$ cat src/rtl/bc_rx_buf_ctrl_pkg.sv
// Shared definitions for the BC receive buffer: stored-word layout,
// read-FSM states and RAM byte-enable constants.
package bc_rx_buf_pkg;

  localparam int unsigned DATA_LSB = 0;
  localparam int unsigned SYNC_BIT = 16;
  localparam int unsigned PAR_BIT  = 17;
  localparam int unsigned MAN_BIT  = 18;
  localparam int unsigned TS_LSB   = 24;
  localparam int unsigned TS_W     = 16;

  typedef enum logic [1:0] {
    R_IDLE  = 2'd0,
    R_ISSUE = 2'd1,
    R_CAPT  = 2'd2
  } rd_state_t;

  localparam logic [3:0] BYTE_EN_ALL  = '1;
  localparam logic [3:0] BYTE_EN_NONE = '0;

endpackage

$ cat src/rtl/bc_rx_buf_ctrl_if.sv
// Dual-port receive RAM bus: port A write-only, port B read-only.
interface bc_rx_buf_ctrl_if #(
  parameter int unsigned ADDR_W = 10,
  parameter int unsigned DATA_W = 40
);

  logic [ADDR_W-1:0] RAM_A_ADDR;
  logic [DATA_W-1:0] RAM_A_DIN;
  logic              RAM_A_WEN;
  logic [3:0]        RAM_A_WBYTE_EN;
  logic              RAM_A_REN;
  logic [ADDR_W-1:0] RAM_B_ADDR;
  logic              RAM_B_REN;
  logic              RAM_B_BLK_EN;
  logic              RAM_B_WEN;
  logic [3:0]        RAM_B_WBYTE_EN;
  logic [DATA_W-1:0] RAM_B_DOUT;

  modport master (
    output RAM_A_ADDR, RAM_A_DIN, RAM_A_WEN, RAM_A_WBYTE_EN, RAM_A_REN,
    output RAM_B_ADDR, RAM_B_REN, RAM_B_BLK_EN, RAM_B_WEN, RAM_B_WBYTE_EN,
    input  RAM_B_DOUT
  );

  modport slave (
    input  RAM_A_ADDR, RAM_A_DIN, RAM_A_WEN, RAM_A_WBYTE_EN, RAM_A_REN,
    input  RAM_B_ADDR, RAM_B_REN, RAM_B_BLK_EN, RAM_B_WEN, RAM_B_WBYTE_EN,
    output RAM_B_DOUT
  );

endinterface

$ cat src/rtl/bc_rx_buf_ctrl_ts_counter.sv
// Free-running 16-bit timestamp, advanced by the 1 us tick strobe.
module bc_rx_ts_counter
  import bc_rx_buf_pkg::*;
(
  input  logic            CLK,
  input  logic            RST,
  input  logic            TS_TICK,
  output logic [TS_W-1:0] TS
);

  logic [TS_W-1:0] r_ts;

  always_ff @(posedge CLK or posedge RST) begin
    if (RST)          r_ts <= '0;
    else if (TS_TICK) r_ts <= r_ts + TS_W'(1);
  end

  assign TS = r_ts;

endmodule

$ cat src/rtl/bc_rx_buf_ctrl.sv
// Circular-buffer controller for the BC receive RAM: decoder words are
// timestamped and written via port A, host pops are served via port B.
module bc_rx_buf_ctrl
  import bc_rx_buf_pkg::*;
#(
  parameter int unsigned ADDR_W = 10,
  parameter int unsigned DATA_W = 40,
  parameter int unsigned DROP_W = 8
) (
  input  logic                CLK,
  input  logic                RST,
  input  logic                TS_TICK,
  input  logic                RX_VALID,
  input  logic [15:0]         RX_DATA,
  input  logic                RX_SYNC_CMD,
  input  logic                RX_PAR_ERR,
  input  logic                RX_MAN_ERR,
  input  logic                RD_REQ,
  output logic [DATA_W-1:0]   RD_DATA,
  output logic                RD_VALID,
  output logic                RD_EMPTY,
  output logic [ADDR_W:0]     FILL_LEVEL,
  output logic                OVERFLOW,
  output logic [DROP_W-1:0]   DROP_CNT,
  input  logic                FLUSH,
  bc_rx_buf_ctrl_if.master    ram
);

  localparam logic [ADDR_W+1:0] DEPTH = (ADDR_W+2)'(1) << ADDR_W;

  logic [TS_W-1:0]   w_ts;
  logic [DATA_W-1:0] w_word;
  logic [ADDR_W+1:0] w_occ;
  logic              w_accept;
  logic              w_commit;
  logic              w_capt;

  logic [ADDR_W-1:0] r_wr_ptr;
  logic [ADDR_W-1:0] r_rd_ptr;
  logic [ADDR_W:0]   r_fill;
  logic              r_wr_pend;
  logic [DATA_W-1:0] r_wr_word;
  logic              r_ovf;
  logic [DROP_W-1:0] r_drop;
  logic [DATA_W-1:0] r_rd_data;
  logic              r_rd_valid;
  rd_state_t         r_state;

  bc_rx_ts_counter u_ts (
    .CLK     (CLK),
    .RST     (RST),
    .TS_TICK (TS_TICK),
    .TS      (w_ts)
  );

  always_comb begin
    w_word                       = '0;
    w_word[DATA_LSB +: 16]       = RX_DATA;
    w_word[SYNC_BIT]             = RX_SYNC_CMD;
    w_word[PAR_BIT]              = RX_PAR_ERR;
    w_word[MAN_BIT]              = RX_MAN_ERR;
    w_word[TS_LSB +: TS_W]       = w_ts;
  end

  // The word still in the write register counts against capacity.
  assign w_occ    = {1'b0, r_fill} + (ADDR_W+2)'(r_wr_pend);
  assign w_accept = RX_VALID && (w_occ < DEPTH);
  assign w_commit = r_wr_pend;
  assign w_capt   = (r_state == R_CAPT);

  always_ff @(posedge CLK or posedge RST) begin
    if (RST) begin
      r_wr_ptr   <= '0;
      r_rd_ptr   <= '0;
      r_fill     <= '0;
      r_wr_pend  <= 1'b0;
      r_wr_word  <= '0;
      r_ovf      <= 1'b0;
      r_drop     <= '0;
      r_rd_data  <= '0;
      r_rd_valid <= 1'b0;
      r_state    <= R_IDLE;
    end else if (FLUSH) begin
      r_wr_ptr   <= '0;
      r_rd_ptr   <= '0;
      r_fill     <= '0;
      r_wr_pend  <= 1'b0;
      r_ovf      <= 1'b0;
      r_drop     <= '0;
      r_rd_valid <= 1'b0;
      r_state    <= R_IDLE;
    end else begin
      r_wr_pend <= w_accept;
      if (w_accept) r_wr_word <= w_word;
      if (RX_VALID && !w_accept) begin
        r_ovf <= 1'b1;
        if (r_drop != '1) r_drop <= r_drop + DROP_W'(1);
      end
      if (w_commit) r_wr_ptr <= r_wr_ptr + ADDR_W'(1);

      if (w_commit && !w_capt)      r_fill <= r_fill + (ADDR_W+1)'(1);
      else if (!w_commit && w_capt) r_fill <= r_fill - (ADDR_W+1)'(1);

      r_rd_valid <= 1'b0;
      case (r_state)
        R_IDLE:  if (RD_REQ && (r_fill != '0)) r_state <= R_ISSUE;
        R_ISSUE: r_state <= R_CAPT;
        R_CAPT: begin
          r_rd_data  <= ram.RAM_B_DOUT;
          r_rd_ptr   <= r_rd_ptr + ADDR_W'(1);
          r_rd_valid <= 1'b1;
          r_state    <= R_IDLE;
        end
        default: r_state <= R_IDLE;
      endcase
    end
  end

  assign RD_DATA    = r_rd_data;
  assign RD_VALID   = r_rd_valid;
  assign RD_EMPTY   = (r_fill == '0);
  assign FILL_LEVEL = r_fill;
  assign OVERFLOW   = r_ovf;
  assign DROP_CNT   = r_drop;

  assign ram.RAM_A_ADDR     = r_wr_ptr;
  assign ram.RAM_A_DIN      = r_wr_word;
  assign ram.RAM_A_WEN      = r_wr_pend;
  assign ram.RAM_A_WBYTE_EN = BYTE_EN_ALL;
  assign ram.RAM_A_REN      = 1'b0;
  assign ram.RAM_B_ADDR     = r_rd_ptr;
  assign ram.RAM_B_REN      = (r_state == R_ISSUE);
  assign ram.RAM_B_BLK_EN   = (r_state == R_ISSUE);
  assign ram.RAM_B_WEN      = 1'b0;
  assign ram.RAM_B_WBYTE_EN = BYTE_EN_NONE;

endmodule

$ cat src/flat_wrapper.sv
// flat-port wrapper written by rule: the top's interface ports become plain ports
module bc_rx_buf_ctrl_flat import bc_rx_buf_pkg::*;
#(
  parameter int unsigned ADDR_W = 10,
  parameter int unsigned DATA_W = 40,
  parameter int unsigned DROP_W = 8
)
  (CLK, RST, TS_TICK, RX_VALID, RX_DATA, RX_SYNC_CMD, RX_PAR_ERR, RX_MAN_ERR, RD_REQ, RD_DATA, RD_VALID, RD_EMPTY, FILL_LEVEL, OVERFLOW, DROP_CNT, FLUSH, ram_RAM_A_ADDR, ram_RAM_A_DIN, ram_RAM_A_WEN, ram_RAM_A_WBYTE_EN, ram_RAM_A_REN, ram_RAM_B_ADDR, ram_RAM_B_REN, ram_RAM_B_BLK_EN, ram_RAM_B_WEN, ram_RAM_B_WBYTE_EN, ram_RAM_B_DOUT);
  bc_rx_buf_ctrl_if #(.ADDR_W(ADDR_W), .DATA_W(DATA_W)) ram_i ();
  input  logic CLK;
  input  logic RST;
  input  logic TS_TICK;
  input  logic RX_VALID;
  input  logic [15:0] RX_DATA;
  input  logic RX_SYNC_CMD;
  input  logic RX_PAR_ERR;
  input  logic RX_MAN_ERR;
  input  logic RD_REQ;
  output logic [DATA_W-1:0] RD_DATA;
  output logic RD_VALID;
  output logic RD_EMPTY;
  output logic [ADDR_W:0] FILL_LEVEL;
  output logic OVERFLOW;
  output logic [DROP_W-1:0] DROP_CNT;
  input  logic FLUSH;
  output wire logic [$bits(ram_i.RAM_A_ADDR)-1:0] ram_RAM_A_ADDR;
  output wire logic [$bits(ram_i.RAM_A_DIN)-1:0] ram_RAM_A_DIN;
  output wire logic [$bits(ram_i.RAM_A_WEN)-1:0] ram_RAM_A_WEN;
  output wire logic [$bits(ram_i.RAM_A_WBYTE_EN)-1:0] ram_RAM_A_WBYTE_EN;
  output wire logic [$bits(ram_i.RAM_A_REN)-1:0] ram_RAM_A_REN;
  output wire logic [$bits(ram_i.RAM_B_ADDR)-1:0] ram_RAM_B_ADDR;
  output wire logic [$bits(ram_i.RAM_B_REN)-1:0] ram_RAM_B_REN;
  output wire logic [$bits(ram_i.RAM_B_BLK_EN)-1:0] ram_RAM_B_BLK_EN;
  output wire logic [$bits(ram_i.RAM_B_WEN)-1:0] ram_RAM_B_WEN;
  output wire logic [$bits(ram_i.RAM_B_WBYTE_EN)-1:0] ram_RAM_B_WBYTE_EN;
  input wire logic [$bits(ram_i.RAM_B_DOUT)-1:0] ram_RAM_B_DOUT;
  assign ram_RAM_A_ADDR = ram_i.RAM_A_ADDR;
  assign ram_RAM_A_DIN = ram_i.RAM_A_DIN;
  assign ram_RAM_A_WEN = ram_i.RAM_A_WEN;
  assign ram_RAM_A_WBYTE_EN = ram_i.RAM_A_WBYTE_EN;
  assign ram_RAM_A_REN = ram_i.RAM_A_REN;
  assign ram_RAM_B_ADDR = ram_i.RAM_B_ADDR;
  assign ram_RAM_B_REN = ram_i.RAM_B_REN;
  assign ram_RAM_B_BLK_EN = ram_i.RAM_B_BLK_EN;
  assign ram_RAM_B_WEN = ram_i.RAM_B_WEN;
  assign ram_RAM_B_WBYTE_EN = ram_i.RAM_B_WBYTE_EN;
  assign ram_i.RAM_B_DOUT = ram_RAM_B_DOUT;
  bc_rx_buf_ctrl #(.ADDR_W(ADDR_W), .DATA_W(DATA_W), .DROP_W(DROP_W)) u_core (.CLK(CLK), .RST(RST), .TS_TICK(TS_TICK), .RX_VALID(RX_VALID), .RX_DATA(RX_DATA), .RX_SYNC_CMD(RX_SYNC_CMD), .RX_PAR_ERR(RX_PAR_ERR), .RX_MAN_ERR(RX_MAN_ERR), .RD_REQ(RD_REQ), .RD_DATA(RD_DATA), .RD_VALID(RD_VALID), .RD_EMPTY(RD_EMPTY), .FILL_LEVEL(FILL_LEVEL), .OVERFLOW(OVERFLOW), .DROP_CNT(DROP_CNT), .FLUSH(FLUSH), .ram(ram_i));
endmodule
$ cat config.mk
export PLATFORM = sky130hd
export DESIGN_NAME = bc_rx_buf_ctrl_flat
export DESIGN_NICKNAME = d
export VERILOG_FILES = /design/src/rtl/bc_rx_buf_ctrl_pkg.sv /design/src/rtl/bc_rx_buf_ctrl_if.sv /design/src/rtl/bc_rx_buf_ctrl_ts_counter.sv /design/src/rtl/bc_rx_buf_ctrl.sv /design/src/flat_wrapper.sv
export SDC_FILE = /design/constraint.sdc
export NUM_CORES = 1
export LEC_CHECK = 0
export BUFFER_PORTS_ARGS = -buffer_cell sky130_fd_sc_hd__buf_2
export CAP_MARGIN = 20
export CORE_MARGIN = 1
export CORE_UTILIZATION = 35
export CTS_CLUSTER_DIAMETER = 60
export DETAILED_ROUTE_END_ITERATION = 12
export GPL_TIMING_DRIVEN = 1
export PLACE_DENSITY = 0.61
export SLEW_MARGIN = 20
export SYNTH_ARGS = -nofsm -noshare
export SYNTH_HDL_FRONTEND = slang
export SYNTH_SLANG_ARGS = --single-unit
$ cat constraint.sdc
create_clock -name CLK -period 10.9 [get_ports CLK]
set_input_delay 1.09 -clock CLK [delete_from_list [all_inputs] [get_ports CLK]]
set_output_delay 1.09 -clock CLK [all_outputs]
set_load 0.01 [all_outputs]
==> flow_summary.ini <==
[worst_setup_path]
cp.required_ps = 9810
end_kind = primary output
critPathTopFamily = simple AND/OR/NAND/NOR gates
crit_path_max_fanout = 8
worst_path_most_repeated_cell = nor4_1
crit_type = flop to primary output
crit_arrival_ps = 1930
max_stage_delay_ps = 480
critPathLaunchType = flop
worst-path-buf-inv = 1
crit_chain = nor4_1 > nand2_1 > nor4_1 > buf_2
cp_slowest_cell = dfrtp_1

[drt]
routed_wl_um = 13900
ant_nets = 0
vias = 4537
vias_per_cell = 4.89
first_pass_iters = 4
drc_errors = 0
drtIter0Drc = 165
routedWlPerCell_um = 15.0

[cells_and_area]
nets = 774
drive_gt1_frac = 0.410
syn2layout_area_growth_pct = 26.9
antenna_cells = 0
final_cells = 927

[timing]
worst_pin_slew_ps = 971
finalCriticalPeriod_ps = 3020
hold_viol = 0
slew_violations = 0
tns_ps = 0
fmax_mhz = 331
setup_viol = 0
skew_ps = 7.48
rsz0062_at_grt = no
relSlewSlack = 0.348
post-route-period-util = 0.277

[global_routing]
grt_use_total = 0.164
grt_max_degree = 84
antenna_found_initial = 0
grt_pass1_wl_um = 23000
grt_pass1_vias = 4667
overflow = 0

[synthesis]
synth_warnings = 0
synth_compound_area_frac = 0.0443
syn_area_sq_um = 6110
synth.avg_cell_area_sq_um = 12.0
synth_cell_type_count = 44
synth_mux_area_frac = 0.141
synth_top_area_share = 0.553
yosys-top-cells-area = dfrtp_1 55%, mux2_2 13%, xor2_1 3.4%
seq_area_frac_synth = 0.553
synthAdderAreaFrac = 0.0320
yosys.area.top_type = dfrtp_1
synth_xor_area_frac = 0.0617
ys_ff_latch = 135
synth_top_family_by_area = multiplexers
netlist_instances = 510
synthSimpleGateAreaFrac = 0.124

[floorplanning]
io_pins = 200
die_area_sq_um = 18000
rows = 47
die_width_um = 134
die_h_um = 134
core-area_sq_um = 16800
start_util = 0.363

[clocking]
clock-sinks = 135
cts_max_level = 4
ctsRootBufferMaster = clkbuf_16
clockBufferDepth = 2
cts_setup_buffers = 0
cts_resized = 0
numCtsBuffers = 17
ctsHoldBuffers = 0
clk_latency_ps = 420
path_clk_slew_ps = 60
cts_tree = done

[job]
cap_violations = 0

[pwr]
ir_drop_v = 0.000123
cellLeakagePower_nw = 3.88
power.density_nw_per_um2 = 249

[place]
dp_cells = 895
dp_hpwl_um = 9850
gp_congestion = 0.813
io_buffers = 184

[outcome]
status = complete, no violations

[hold_path]
min_path_type = flop to flop
cell type report:
type / instances / area [sq um]
clock buffer: 24 / 472
tap: 220 / 275
sequential: 135 / 3380
clock inverter: 8 / 97.6
inverter: 10 / 42.5
multi-input combinational: 343 / 2520
fill: 1606 / 9070
timing repair buffer: 187 / 960
metrics by stage:
step	instance area, sq um	total power [mW]	setup slack [ps]	utilization	hold slack (ps)
after global routing	7750	2.05	7710	0.461	501
after global placement	7160	1.36	7820	0.425	460
after detailed placement	7180	1.39	7780	0.427	460
final	7750	1.93	7880	0.461	469
after floorplan	6160	1.16	6200	-	438
after CTS	7740	1.95	7880	0.460	477
synthesized netlist by cell type:
cell        n
nand2_1    34
inv_2       1
nor2_1     41
buf_4      18
or4_1       2
and3_1      8
o221ai_1    2
nand4_1    15
buf_2       8
a221o_1     1
buf_6       2
o41ai_1     1
nor4_1      6
nor3_1      7
and2_1      3
nor3b_1     1
mux2_2     68
and4_1      2
o21ai_0     8
fa_1        1
o22ai_1     1
nand3_1    21
or3_1       3
o31ai_4     1
ha_1       14
xnor2_1    19
a21boi_0    1
nor2b_1     3
buf_1       2
o221a_2     1
inv_1       9
a21oi_1    17
o211ai_1    1
a21o_1      3
clkbuf_1    5
o311a_1     1
mux2_1      5
nand2b_1    3
a211oi_1    3
conb_1      2
mux2i_1     4
dfrtp_1   135
nand4_2     3
xor2_1     24
path summary, 6_finish.rpt:
check	cells past startpoint	slack [ps]	startpoint	end
max in group asynchronous	3	9070	RST	u_core.ram.RAM_A_ADDR[1]
worst min-delay path	1	470	u_core.u_ts.TS[15]	u_core.u_ts.TS[15]
worst max register to register	8	7970	u_core.r_state[0]	u_core.FILL_LEVEL[8]
worst max-delay path	4	7880	u_core.FILL_LEVEL[0]	RD_EMPTY
min in group asynchronous	2	700	RST	u_core.RD_DATA[6]
worst min register to register	1	470	u_core.u_ts.TS[15]	u_core.u_ts.TS[15]
registers in the layout (all words and copies together) (netlist names):
name,cells
u_core.RD_DATA,40
u_core.OVERFLOW,1
u_core.ram.RAM_A_ADDR,10
u_core.ram.RAM_B_ADDR,10
u_core.FILL_LEVEL,11
u_core.u_ts.TS,16
u_core.r_state,2
u_core.DROP_CNT,8
u_core.ram.RAM_A_DIN,35
u_core.RD_VALID,1
u_core.ram.RAM_A_WEN,1
cell families (layout without fill, tap and decap cells):
| kind of cell | Yosys count | count (layout) |
|---|---|---|
| fa+ha+maj | 15 | 15 |
| buf+inv | 45 | 229 |
| mux | 77 | 77 |
| flops | 135 | 135 |
| simple gates | 152 | 152 |
| compound gates | 41 | 41 |
| other cells | 2 | 15 |
| xor+xnor | 43 | 43 |
cell usage in the layout (no fill, tap or decap), types with 4 or more instances in the layout:
| master | instances |
|---|---|
| buf_2 | 184 |
| dfrtp_1 | 135 |
| mux2_2 | 68 |
| nor2_1 | 40 |
| nand2_1 | 34 |
| xor2_1 | 24 |
| nand3_1 | 21 |
| xnor2_1 | 19 |
| a21oi_1 | 17 |
| clkbuf_16 | 17 |
| nand4_1 | 15 |
| conb_1 | 15 |
| ha_1 | 14 |
| inv_1 | 8 |
| o21ai_0 | 8 |
| and3_1 | 8 |
| nor3_1 | 7 |
| nor4_1 | 6 |
| mux2_1 | 5 |
| clkbuf_1 | 5 |
| mux2i_1 | 4 |
where the power goes:
| group | internal [mW] | switching [mW] | total, mW |
|---|---|---|---|
| Clock | 0.347 | 0.209 | 0.556 |
| Combinational | 0.300 | 0.316 | 0.616 |
| Sequential | 0.649 | 0.109 | 0.758 |
per-layer routing:
| metal | vias to the layer above | part of all wire | global-route usage |
|---|---|---|---|
| met5 | - | 0 | 0 |
| met1 | 2248 | 0.42 | 0.195 |
| met3 | 32 | 0.057 | 0.0529 |
| met4 | 0 | 0.026 | 0.0737 |
| met2 | 147 | 0.50 | 0.271 |
| li1 | 2110 | - | - |
No activity file was read; power rests on OpenSTA's default activity.
